[config.mk]
export PLATFORM = sky130hd
export DESIGN_NAME = uart_tx_fifo
export DESIGN_NICKNAME = d
export VERILOG_FILES = /design/src/rtl/uart_pkg.sv /design/src/rtl/sync_fifo.sv /design/src/rtl/uart_tx_fifo.sv
export SDC_FILE = /design/constraint.sdc
export NUM_CORES = 1
export LEC_CHECK = 0
export ABC_AREA = 1
export BUFFER_PORTS_ARGS = -buffer_cell sky130_fd_sc_hd__buf_2
export CORE_MARGIN = 1.5
export CORE_UTILIZATION = 40
export DETAILED_ROUTE_END_ITERATION = 8
export HOLD_SLACK_MARGIN = 0.05
export PLACE_DENSITY = 0.69
export SLEW_MARGIN = 30
export SYNTH_ARGS = -nofsm -noshare
export SYNTH_HDL_FRONTEND = slang
export SYNTH_SLANG_ARGS = --single-unit
[constraint.sdc]
create_clock -name clk -period 3.1 [get_ports clk]
set_input_delay 0.62 -clock clk [delete_from_list [all_inputs] [get_ports clk]]
set_output_delay 0.62 -clock clk [all_outputs]
set_load 0.01 [all_outputs]
[src/rtl/uart_pkg.sv]
// Shared definitions for the UART transmitter: TX state encoding, register map
// and parity mode codes.
package uart_pkg;

    typedef enum logic [2:0] {
        ST_IDLE,
        ST_START,
        ST_DATA,
        ST_PARITY,
        ST_STOP
    } tx_state_e;

    // mem_addr[2] selects between the data/status word and the control word
    localparam logic REG_DATA = 1'b0;
    localparam logic REG_CTRL = 1'b1;

    localparam logic [1:0] PAR_NONE = 2'b00;
    localparam logic [1:0] PAR_ODD  = 2'b01;
    localparam logic [1:0] PAR_EVEN = 2'b10;

    function automatic logic parity_enabled(input logic [1:0] mode);
        return (mode == PAR_ODD) || (mode == PAR_EVEN);
    endfunction

endpackage

[src/rtl/sync_fifo.sv]
// Single-clock FIFO with first-word fall-through read; a push while full is
// accepted only when a pop frees a slot in the same cycle.
module sync_fifo #(
    parameter int WIDTH = 8,
    parameter int DEPTH = 16
) (
    input  logic                     clk,
    input  logic                     resetn,
    input  logic                     push,
    input  logic [WIDTH-1:0]         din,
    input  logic                     pop,
    output logic [WIDTH-1:0]         dout,
    output logic [$clog2(DEPTH):0]   count,
    output logic                     full,
    output logic                     empty
);
    localparam int AW = $clog2(DEPTH);
    localparam int CW = AW + 1;

    logic [WIDTH-1:0] mem_q [DEPTH];
    logic [AW-1:0]    wr_q, rd_q;
    logic [CW-1:0]    cnt_q;
    logic             do_push, do_pop;

    assign empty   = (cnt_q == '0);
    assign full    = (cnt_q == CW'(DEPTH));
    assign do_pop  = pop && !empty;
    assign do_push = push && (!full || do_pop);
    assign dout    = mem_q[rd_q];
    assign count   = cnt_q;

    always_ff @(posedge clk or negedge resetn) begin
        if (!resetn) begin
            wr_q  <= '0;
            rd_q  <= '0;
            cnt_q <= '0;
        end else begin
            if (do_push) wr_q <= wr_q + 1'b1;
            if (do_pop)  rd_q <= rd_q + 1'b1;
            cnt_q <= cnt_q + CW'(do_push) - CW'(do_pop);
        end
    end

    always_ff @(posedge clk) begin
        if (do_push) mem_q[wr_q] <= din;
    end

endmodule

[src/rtl/uart_tx_fifo.sv]
// Bus-attached UART transmitter: register decode, control word, TX FIFO,
// baud counter and frame serialiser with optional parity and two stop bits.
module uart_tx_fifo #(
    parameter int DATA_BITS   = 8,
    parameter int FIFO_DEPTH  = 16,
    parameter int DIV_WIDTH   = 16,
    parameter int DEFAULT_DIV = 867
) (
    input  logic        clk,
    input  logic        resetn,
    input  logic        enable,
    input  logic        mem_valid,
    output logic        mem_ready,
    input  logic        mem_instr,
    input  logic [3:0]  mem_wstrb,
    input  logic [31:0] mem_wdata,
    input  logic [31:0] mem_addr,
    output logic [31:0] mem_rdata,
    output logic        serial_out,
    output logic        irq
);
    import uart_pkg::*;

    localparam int CNT_W = $clog2(FIFO_DEPTH) + 1;
    localparam int BIT_W = $clog2(DATA_BITS);
    localparam logic [BIT_W-1:0] LAST_BIT = BIT_W'(DATA_BITS - 1);
    localparam logic [CNT_W-1:0] HALF_CNT = CNT_W'(FIFO_DEPTH / 2);

    function automatic logic [DIV_WIDTH-1:0] eff_div(input logic [DIV_WIDTH-1:0] d);
        return (d == '0) ? DIV_WIDTH'(1) : d;
    endfunction

    logic                 rdy_q, ovf_q, ovf_d;
    logic [31:0]          rdata_q, ctrl_word, status_word;
    logic [DIV_WIDTH-1:0] div_q, div_d;
    logic [15:0]          div16;
    logic [1:0]           par_q, par_d;
    logic                 stop2_q, stop2_d, irq_en_q, irq_en_d;
    logic                 accept, sel_ctrl, push, load, rd_status, idle;
    logic [DATA_BITS-1:0] fifo_dout;
    logic [CNT_W-1:0]     fifo_count;
    logic                 fifo_full, fifo_empty;

    tx_state_e            state_q, state_d;
    logic [DIV_WIDTH-1:0] baud_q, baud_d, fdiv_q, fdiv_d;
    logic [BIT_W-1:0]     bit_q, bit_d;
    logic [DATA_BITS-1:0] shift_q, shift_d;
    logic [1:0]           fpar_q, fpar_d;
    logic                 fstop2_q, fstop2_d, acc_q, acc_d, stop_q, stop_d, tx_q, tx_d, tick;
    logic                 unused_bits;

    assign unused_bits = ^{mem_instr, mem_addr[31:3], mem_addr[1:0], mem_wdata[31:20], mem_wstrb[3]};

    // Side effects happen only on the accept cycle; the reply follows one cycle later
    assign accept    = mem_valid && enable && !rdy_q;
    assign sel_ctrl  = (mem_addr[2] == REG_CTRL);
    assign push      = accept && (mem_addr[2] == REG_DATA) && mem_wstrb[0];
    assign rd_status = accept && (mem_addr[2] == REG_DATA) && (mem_wstrb == 4'b0000);

    assign idle        = (state_q == ST_IDLE) && fifo_empty;
    assign ctrl_word   = {12'b0, irq_en_q, stop2_q, par_q, 16'(div_q)};
    assign status_word = {16'(fifo_count), 12'b0, ovf_q, idle, fifo_empty, !fifo_full};
    assign mem_ready   = enable && rdy_q;
    assign mem_rdata   = mem_ready ? rdata_q : 32'b0;
    assign irq         = irq_en_q && (fifo_count <= HALF_CNT);
    assign serial_out  = tx_q;

    always_comb begin
        div16    = 16'(div_q);
        par_d    = par_q;
        stop2_d  = stop2_q;
        irq_en_d = irq_en_q;
        if (accept && sel_ctrl) begin
            if (mem_wstrb[0]) div16[7:0]  = mem_wdata[7:0];
            if (mem_wstrb[1]) div16[15:8] = mem_wdata[15:8];
            if (mem_wstrb[2]) begin
                par_d    = mem_wdata[17:16];
                stop2_d  = mem_wdata[18];
                irq_en_d = mem_wdata[19];
            end
        end
        div_d = DIV_WIDTH'(div16);
        // A drop in the same cycle as the clearing read must still be reported
        ovf_d = ovf_q;
        if (rd_status) ovf_d = 1'b0;
        if (push && fifo_full && !load) ovf_d = 1'b1;
    end

    always_ff @(posedge clk or negedge resetn) begin
        if (!resetn) begin
            rdy_q    <= 1'b0;
            div_q    <= DIV_WIDTH'(DEFAULT_DIV);
            par_q    <= PAR_NONE;
            stop2_q  <= 1'b0;
            irq_en_q <= 1'b0;
            ovf_q    <= 1'b0;
        end else begin
            rdy_q    <= accept;
            div_q    <= div_d;
            par_q    <= par_d;
            stop2_q  <= stop2_d;
            irq_en_q <= irq_en_d;
            ovf_q    <= ovf_d;
        end
    end

    always_ff @(posedge clk) begin
        if (accept) rdata_q <= sel_ctrl ? ctrl_word : status_word;
    end

    sync_fifo #(.WIDTH(DATA_BITS), .DEPTH(FIFO_DEPTH)) u_fifo (
        .clk    (clk),
        .resetn (resetn),
        .push   (push),
        .din    (mem_wdata[DATA_BITS-1:0]),
        .pop    (load),
        .dout   (fifo_dout),
        .count  (fifo_count),
        .full   (fifo_full),
        .empty  (fifo_empty)
    );

    always_comb begin
        state_d  = state_q;
        baud_d   = baud_q;
        bit_d    = bit_q;
        shift_d  = shift_q;
        acc_d    = acc_q;
        stop_d   = stop_q;
        tx_d     = tx_q;
        fdiv_d   = fdiv_q;
        fpar_d   = fpar_q;
        fstop2_d = fstop2_q;
        load     = 1'b0;
        tick     = (baud_q == '0);
        if (state_q != ST_IDLE) baud_d = tick ? fdiv_q : baud_q - 1'b1;
        unique case (state_q)
            ST_IDLE:  load = !fifo_empty;
            ST_START: if (tick) begin
                state_d = ST_DATA;
                tx_d    = shift_q[0];
            end
            ST_DATA: if (tick) begin
                acc_d   = acc_q ^ shift_q[0];
                shift_d = shift_q >> 1;
                if (bit_q == LAST_BIT) begin
                    if (parity_enabled(fpar_q)) begin
                        state_d = ST_PARITY;
                        tx_d    = acc_q ^ shift_q[0] ^ (fpar_q == PAR_ODD);
                    end else begin
                        state_d = ST_STOP;
                        tx_d    = 1'b1;
                    end
                end else begin
                    bit_d = bit_q + 1'b1;
                    tx_d  = shift_q[1];
                end
            end
            ST_PARITY: if (tick) begin
                state_d = ST_STOP;
                tx_d    = 1'b1;
            end
            ST_STOP: if (tick) begin
                if (fstop2_q && !stop_q) stop_d = 1'b1;
                else if (!fifo_empty)    load   = 1'b1;
                else begin
                    state_d = ST_IDLE;
                    tx_d    = 1'b1;
                end
            end
            default: begin
                state_d = ST_IDLE;
                tx_d    = 1'b1;
            end
        endcase
        // Frame settings are frozen here so CTRL writes only affect the next frame
        if (load) begin
            state_d  = ST_START;
            tx_d     = 1'b0;
            fdiv_d   = eff_div(div_q);
            baud_d   = eff_div(div_q);
            fpar_d   = par_q;
            fstop2_d = stop2_q;
            shift_d  = fifo_dout;
            acc_d    = 1'b0;
            bit_d    = '0;
            stop_d   = 1'b0;
        end
    end

    always_ff @(posedge clk or negedge resetn) begin
        if (!resetn) begin
            state_q  <= ST_IDLE;
            baud_q   <= '0;
            bit_q    <= '0;
            acc_q    <= 1'b0;
            stop_q   <= 1'b0;
            tx_q     <= 1'b1;
            fdiv_q   <= DIV_WIDTH'(1);
            fpar_q   <= PAR_NONE;
            fstop2_q <= 1'b0;
        end else begin
            state_q  <= state_d;
            baud_q   <= baud_d;
            bit_q    <= bit_d;
            acc_q    <= acc_d;
            stop_q   <= stop_d;
            tx_q     <= tx_d;
            fdiv_q   <= fdiv_d;
            fpar_q   <= fpar_d;
            fstop2_q <= fstop2_d;
        end
    end

    always_ff @(posedge clk) begin
        shift_q <= shift_d;
    end

endmodule
After elaboration in Yosys (flattened, before gate mapping). Memory sizes are Yosys's and may differ from the RTL's. Cells that the tools add are included.

Order comparisons: 1. Add/subtract/negate cells: 6. Div/mod/pow operators: 0. Shifts and indexed selects: 0. Equal/unequal tests: 17. Multipliers: 0. Bitwise operators: 3. Muxes and demuxes: 48. Reductions and logical operators: 41.

Operators with widths (number): 16-bit 2-to-1 mux (4); 3-bit 2-to-1 mux (13); 16-bit logical NOT (2); 32-bit 2-to-1 mux (1); 8-bit 2-to-1 mux (3); 1-bit 2-to-1 mux (23); 3-bit inequality test (second input constant) (7); 20-bit 2-to-1 mux (1); 16-bit by 1-bit subtractor with 16-bit output (second input constant) (1); 3-bit one-hot mux with 5 select lines (1); 1-bit logical AND (14); 2-bit nonzero test (6); 4-bit by 1-bit adder with 4-bit output (second input constant) (2); 2-bit AND reduction (4); 8-bit AND reduction (1); 7-bit AND reduction (1); 3-bit by 2-bit equality test with 1-bit output (second input constant) (2); 3-bit equality test (second input constant) (2); 3-bit AND reduction (2); 5-bit by 1-bit adder with 5-bit output (1); 5-bit equality test (second input constant) (1); 5-bit by 4-bit less-or-equal comparator with 1-bit output (second input constant) (1); 1-bit logical NOT (5); 5-bit logical NOT (1); other kinds (14) (17).

Register bits after elaboration: 119. Memories: 1. Latch bits: 0. Output and inout port bits: 35. Bits in read-only memories: 0. RAM bits: 128.

Memories: u_fifo.mem_q (depth 16, bits a word 8, rd ports 1, clocked after memory_dff 0, wr ports 1, line sync_fifo.sv:20) `logic [WIDTH-1:0] mem_q [DEPTH];`.

Depth between registers and ports, before layout.
Depth after elaboration: 10. Mapped depth: 17.

Modules after synthesis. A second synthesis with hierarchy kept.

Cell total of the unflattened synthesis: 1232. Area total of the unflattened synthesis: 11302.1 sq um.

By module, submodules not included: sync_fifo (area an instance 6284.8 sq um, times used 1, cells each 622); uart_tx_fifo (area an instance 5017.3 sq um, times used 1, cells each 610).

Worst setup path before layout. OpenSTA, ideal clock, no wires.

Path kind: input -> register. Start point: input port enable. End point: register u_fifo.cnt_q[4] (netlist: u_fifo.count[4]). Setup time: 128 ps. Data arrival time: 3237 ps. Path buffers: 0. Cell stages on the path: 12. Setup slack: -265 ps. Cell sequence: nand2_1 > nor2_1 > nand2_1 > nor2_1 > nand2_2 > clkinv_4 > ha_1 > inv_1 > fa_1 > o21ai_0 > a21oi_1 > xor2_1.

Word-level cells in the longest chain between the ends: 7.

RTL lines: start, declared (line uart_tx_fifo.sv:11) `input logic enable,`; 1-bit logical AND (2 in series) (line uart_tx_fifo.sv:55) `assign accept = mem_valid && enable && !rdy_q;`; via accept (line uart_tx_fifo.sv:39) `logic accept, sel_ctrl, push, load, rd_status, idle;`; 1-bit logical AND (2 in series) (line uart_tx_fifo.sv:57) `assign push = accept && (mem_addr[2] == REG_DATA) && mem_wstrb[0];`; 1-bit logical AND (line sync_fifo.sv:28) `assign do_push = push && (!full || do_pop);`; 5-bit by 1-bit adder with 5-bit output (line sync_fifo.sv:40) `cnt_q <= cnt_q + CW'(do_push) - CW'(do_pop);`; 5-bit by 1-bit subtractor with 5-bit output (line sync_fifo.sv:40); end signal, assigned (line sync_fifo.sv:40); end, declared (line sync_fifo.sv:22) `logic [CW-1:0] cnt_q;`.

The timed path passes the listed nets, and every way through them passes these cells. A chain may end at the register's enable or synchronous reset.

Worst setup path after layout.
Start point: register u_fifo.cnt_q[3] (netlist: u_fifo.count[3]). End point: register u_fifo.cnt_q[4] (netlist: u_fifo.count[4]).

Word-level cells in the longest chain between the ends: 10. Elaborated cells on any way between the ends: 13.

RTL lines: 5-bit logical NOT (line sync_fifo.sv:25) `assign empty = (cnt_q == '0);`; 1-bit 2-to-1 mux (line uart_tx_fifo.sv:165) `else if (!fifo_empty) load = 1'b1;`; 1-bit 2-to-1 mux (line uart_tx_fifo.sv:164) `if (fstop2_q && !stop_q) stop_d = 1'b1;`; 1-bit 2-to-1 mux (line uart_tx_fifo.sv:163) `ST_STOP: if (tick) begin`; 1-bit one-hot mux with 2 select lines (line uart_tx_fifo.sv:137) `unique case (state_q)`; 1-bit logical AND (line sync_fifo.sv:27) `assign do_pop = pop && !empty;`; 1-bit logical OR (line sync_fifo.sv:28); 1-bit logical AND (line sync_fifo.sv:28); 5-bit by 1-bit adder with 5-bit output (line sync_fifo.sv:40); 5-bit by 1-bit subtractor with 5-bit output (*) (line sync_fifo.sv:40).

Every way passes the cells marked *; elsewhere a longest branch is shown, timed or not.

==> flow_summary_export.csv <==
group,metric,value,unit
run_status,status,"complete, no violations",
worst_setup_path,cp.required,3.52,ns
yosys,ys_ff_latch,236,
grt,met3_usage,2.61,%
timing,relSlewSlack,49.2,%
yosys,yosysSeqAreaShare,61.6,%
worst_setup_path,r2r_cells,15,
timing,rsz0062_at_grt,"no",
cts,cts_made_buffers,26,
power_and_ir_drop,power,11.3,mW
worst_setup_path,critPathMaxFanout,8,
detailed_routing,drtIter0Drc,653,
yosys,yosysWarnings,0,
cts,cts_tree,"done",
placement,finalWeightedCongestion,0.884,
final_layout,stdcell_count,1544,
placement,post-dp-hpwl,15800,um
timing,layout_setup_ws,0.215,ns
hold_path,hp-class,"input pin to asynchronous set/reset pin",
timing,finalCritPeriodShare,93.1,%
placement,portBuffers,52,
grt,grt_util_met1,23.6,%
cts,htreeDepth,1,
job,drv_cap,0,
grt,first_global_vias,7414,
grt,grt_use_met2,29.9,%
final_layout,area_delta_synth_final,13.9,%
final_layout,nets,1275,
yosys,synth_edf_count,157,
floorplan,die_y,168,um
timing,hold_viol,0,
detailed_routing,drc,0,
cts,clock_path_buffers,3,
detailed_routing,vias_per_cell,4.99,
timing,min_period,2.88,ns
cts,clkTransAtPathRegs,0.06,ns
floorplan,pin_count,108,
timing,slew_viol_final,0,
yosys,yosysMostFrequentCell,"nand2_1",
final_layout,n_fill_cell,2446,
detailed_routing,wirelength,24300,um
timing,setup_viol,0,
yosys,ys_top_cells_by_area,"edfxtp_1 43%, dfrtp_1 16%, nand2_1 11%, nand3_1 4.3%, inv_1 3.8%",
cts,cts_hold_buffers,0,
grt,grt_busiest_layer,"met2",
yosys,async_flop_share,33.5,%
final_layout,antenna-diode-count,0,
floorplan,die_area,0.0282,sq mm
grt,gr-total-overflow,0,
timing,worst_pin_slew,0.760,ns
floorplan,core_area,0.0268,sq mm
floorplan,fp-row-count,60,
floorplan,start_util,40.6,%
worst_setup_path,r2r_slack,0.22,ns
yosys,yosysTopAreaCell,"edfxtp_1",
yosys,ys_types,39,
power_and_ir_drop,total_leakage_power,5.43,nW
grt,grt_usage,17.6,%
yosys,syn_avg_cell_area,9.75,sq um
power_and_ir_drop,powerDensity,916,mW/mm^2
final_layout,regArea,0.00670,sq mm
placement,postPlaceCellArea,0.0115,sq mm
yosys,synthesis.area,0.0109,sq mm
timing,fin_skew,0.0254,ns
cts,cts-root-buf,"clkbuf_16",
final_layout,stdcell_area,0.0124,sq mm
timing,tns,0,ns
worst_setup_path,start_kind,"flip-flop",
final_layout,drive_gt1_share,14.5,%
grt,grt_max_degree,67,
timing,max_freq,347,MHz
detailed_routing,drtPass1Iterations,5,
cts,clk_latency,0.54,ns
worst_setup_path,crit_path_end_kind,"flip-flop",
worst_setup_path,crit_type,"flip-flop to flip-flop",
yosys,yosysTopAreaCellShare,43.3,%
yosys,synthFlopType,"edfxtp_1",
placement,pre_cts_slack,0.141,ns
floorplan,dieWidth,168,um
grt,antenna_found_initial,0,
grt,grt_pass1_wl,39300,um
yosys,synthCells,1116,
detailed_routing,dr_total_vias,7707,
worst_setup_path,critPathArrivalTime,3.31,ns
detailed_routing,antenna_left,0,
power_and_ir_drop,vdd_drop_max,0.524,mV
yosys,ys_top_cells_by_count,"314 x nand2_1, 157 x edfxtp_1, 109 x inv_1",
detailed_routing,wire_per_inst,15.7,um
final_layout,multi_input_area,0.00351,sq mm
placement,post-place-cells,1494,
cts,clock-sinks,236,
[sequential cells by signal, summed over array words and instances, names as in the netlist]
signal / flops
acc_q: 1
baud_q: 16
bit_q: 3
div_q: 16
fdiv_q: 16
fpar_q: 2
fstop2_q: 1
irq_en_q: 1
ovf_q: 1
par_q: 2
rdata_q: 21
rdy_q: 1
serial_out: 1
shift_q: 8
state_q: 3
stop2_q: 1
stop_q: 1
u_fifo.count: 5
u_fifo.mem_q: 128
u_fifo.rd_q: 4
u_fifo.wr_q: 4
[final timing paths]
kind / startpoint / end
setup / recovery: u_fifo.count[3]$_DFF_PN0_ / u_fifo.count[4]$_DFF_PN0_
hold / removal: resetn / fpar_q[0]$_DFFE_PN0P_
setup reg to reg: u_fifo.count[3]$_DFF_PN0_ / u_fifo.count[4]$_DFF_PN0_
hold reg to reg: baud_q[0]$_DFFE_PN0P_ / baud_q[0]$_DFFE_PN0P_
max in group asynchronous: resetn / div_q[8]$_DFFE_PN1P_
min in group clk: mem_wdata[16] / par_q[0]$_DFFE_PN0P_
[cell families after synthesis]
family	share of synthesized area (%)
buffers and inverters	6.67
other	0.0345
adders and majority gates	2.14
xor gates and xnor gates	1.13
AOI/OAI and AO/OA	6.10
and+or+nand+nor	21.1
DFF	61.6
muxes	1.24
[placed cells by master (no fill, tap or decap), drive strengths merged, types with 11 or more instances in the layout]
master / netlist / final
nand2: 325 / 325
edfxtp: 157 / 157
inv: 112 / 113
nor2: 112 / 112
nand3: 95 / 95
buf: 31 / 83
dfrtp: 71 / 71
o21ai: 58 / 58
a21oi: 48 / 48
clkbuf: 22 / 31
ha: 17 / 17
clkinv: 1 / 14
mux2: 12 / 12
conb: 1 / 11
[timing repair]
action	4_1_cts	5_1_grt
gates resized for setup	0	5
setup endpoints to repair	0	1
buffers inserted	0	3
endpoints found under the hold margin	0	0
[worst max-delay path, cell delays in order (launching register included)]
cell and delay [ns]:
dfrtp_1 0.40, inv_1 0.14, ha_2 0.25, nand3_4 0.13, nand3_1 0.12, nand2_2 0.13, nand2_4 0.14, inv_2 0.05
ha_1 0.27, inv_1 0.06, ha_1 0.16, inv_1 0.06, fa_1 0.40, o21ai_0 0.20, a21oi_1 0.10, xor2_1 0.15
[area by class of cell]
type                            count  area share (%)
Sequential cell                   236            54.1
Clock buffer                       31            5.40
Tap cell                          341            3.44
Timing Repair Buffer               83            4.00
Clock inverter                     16            1.26
Inverter                          113            3.46
Multi-Input combinational cell    724            28.3
[through the flow]
stage                     utilization, %  hold slack [ns]
after floorplan                        -            0.324
after global placement              43.0            0.461
after detailed placement            43.0            0.466
after CTS                           46.1            0.153
after global routing                46.2            0.202
final                               46.2            0.152
[layer usage]
layer / up-vias / wire (um)
met1: 3659 / 10500
met5: - / 0
met3: 42 / 1320
met2: 213 / 11900
met4: 0 / 551
li1: 3793 / -
[where the power goes]
group	internal (mW)	switching [mW]
clock	1.72	1.24
sequential	3.96	0.382
combinational	1.30	2.74
Power figures use the tool's default switching activity.
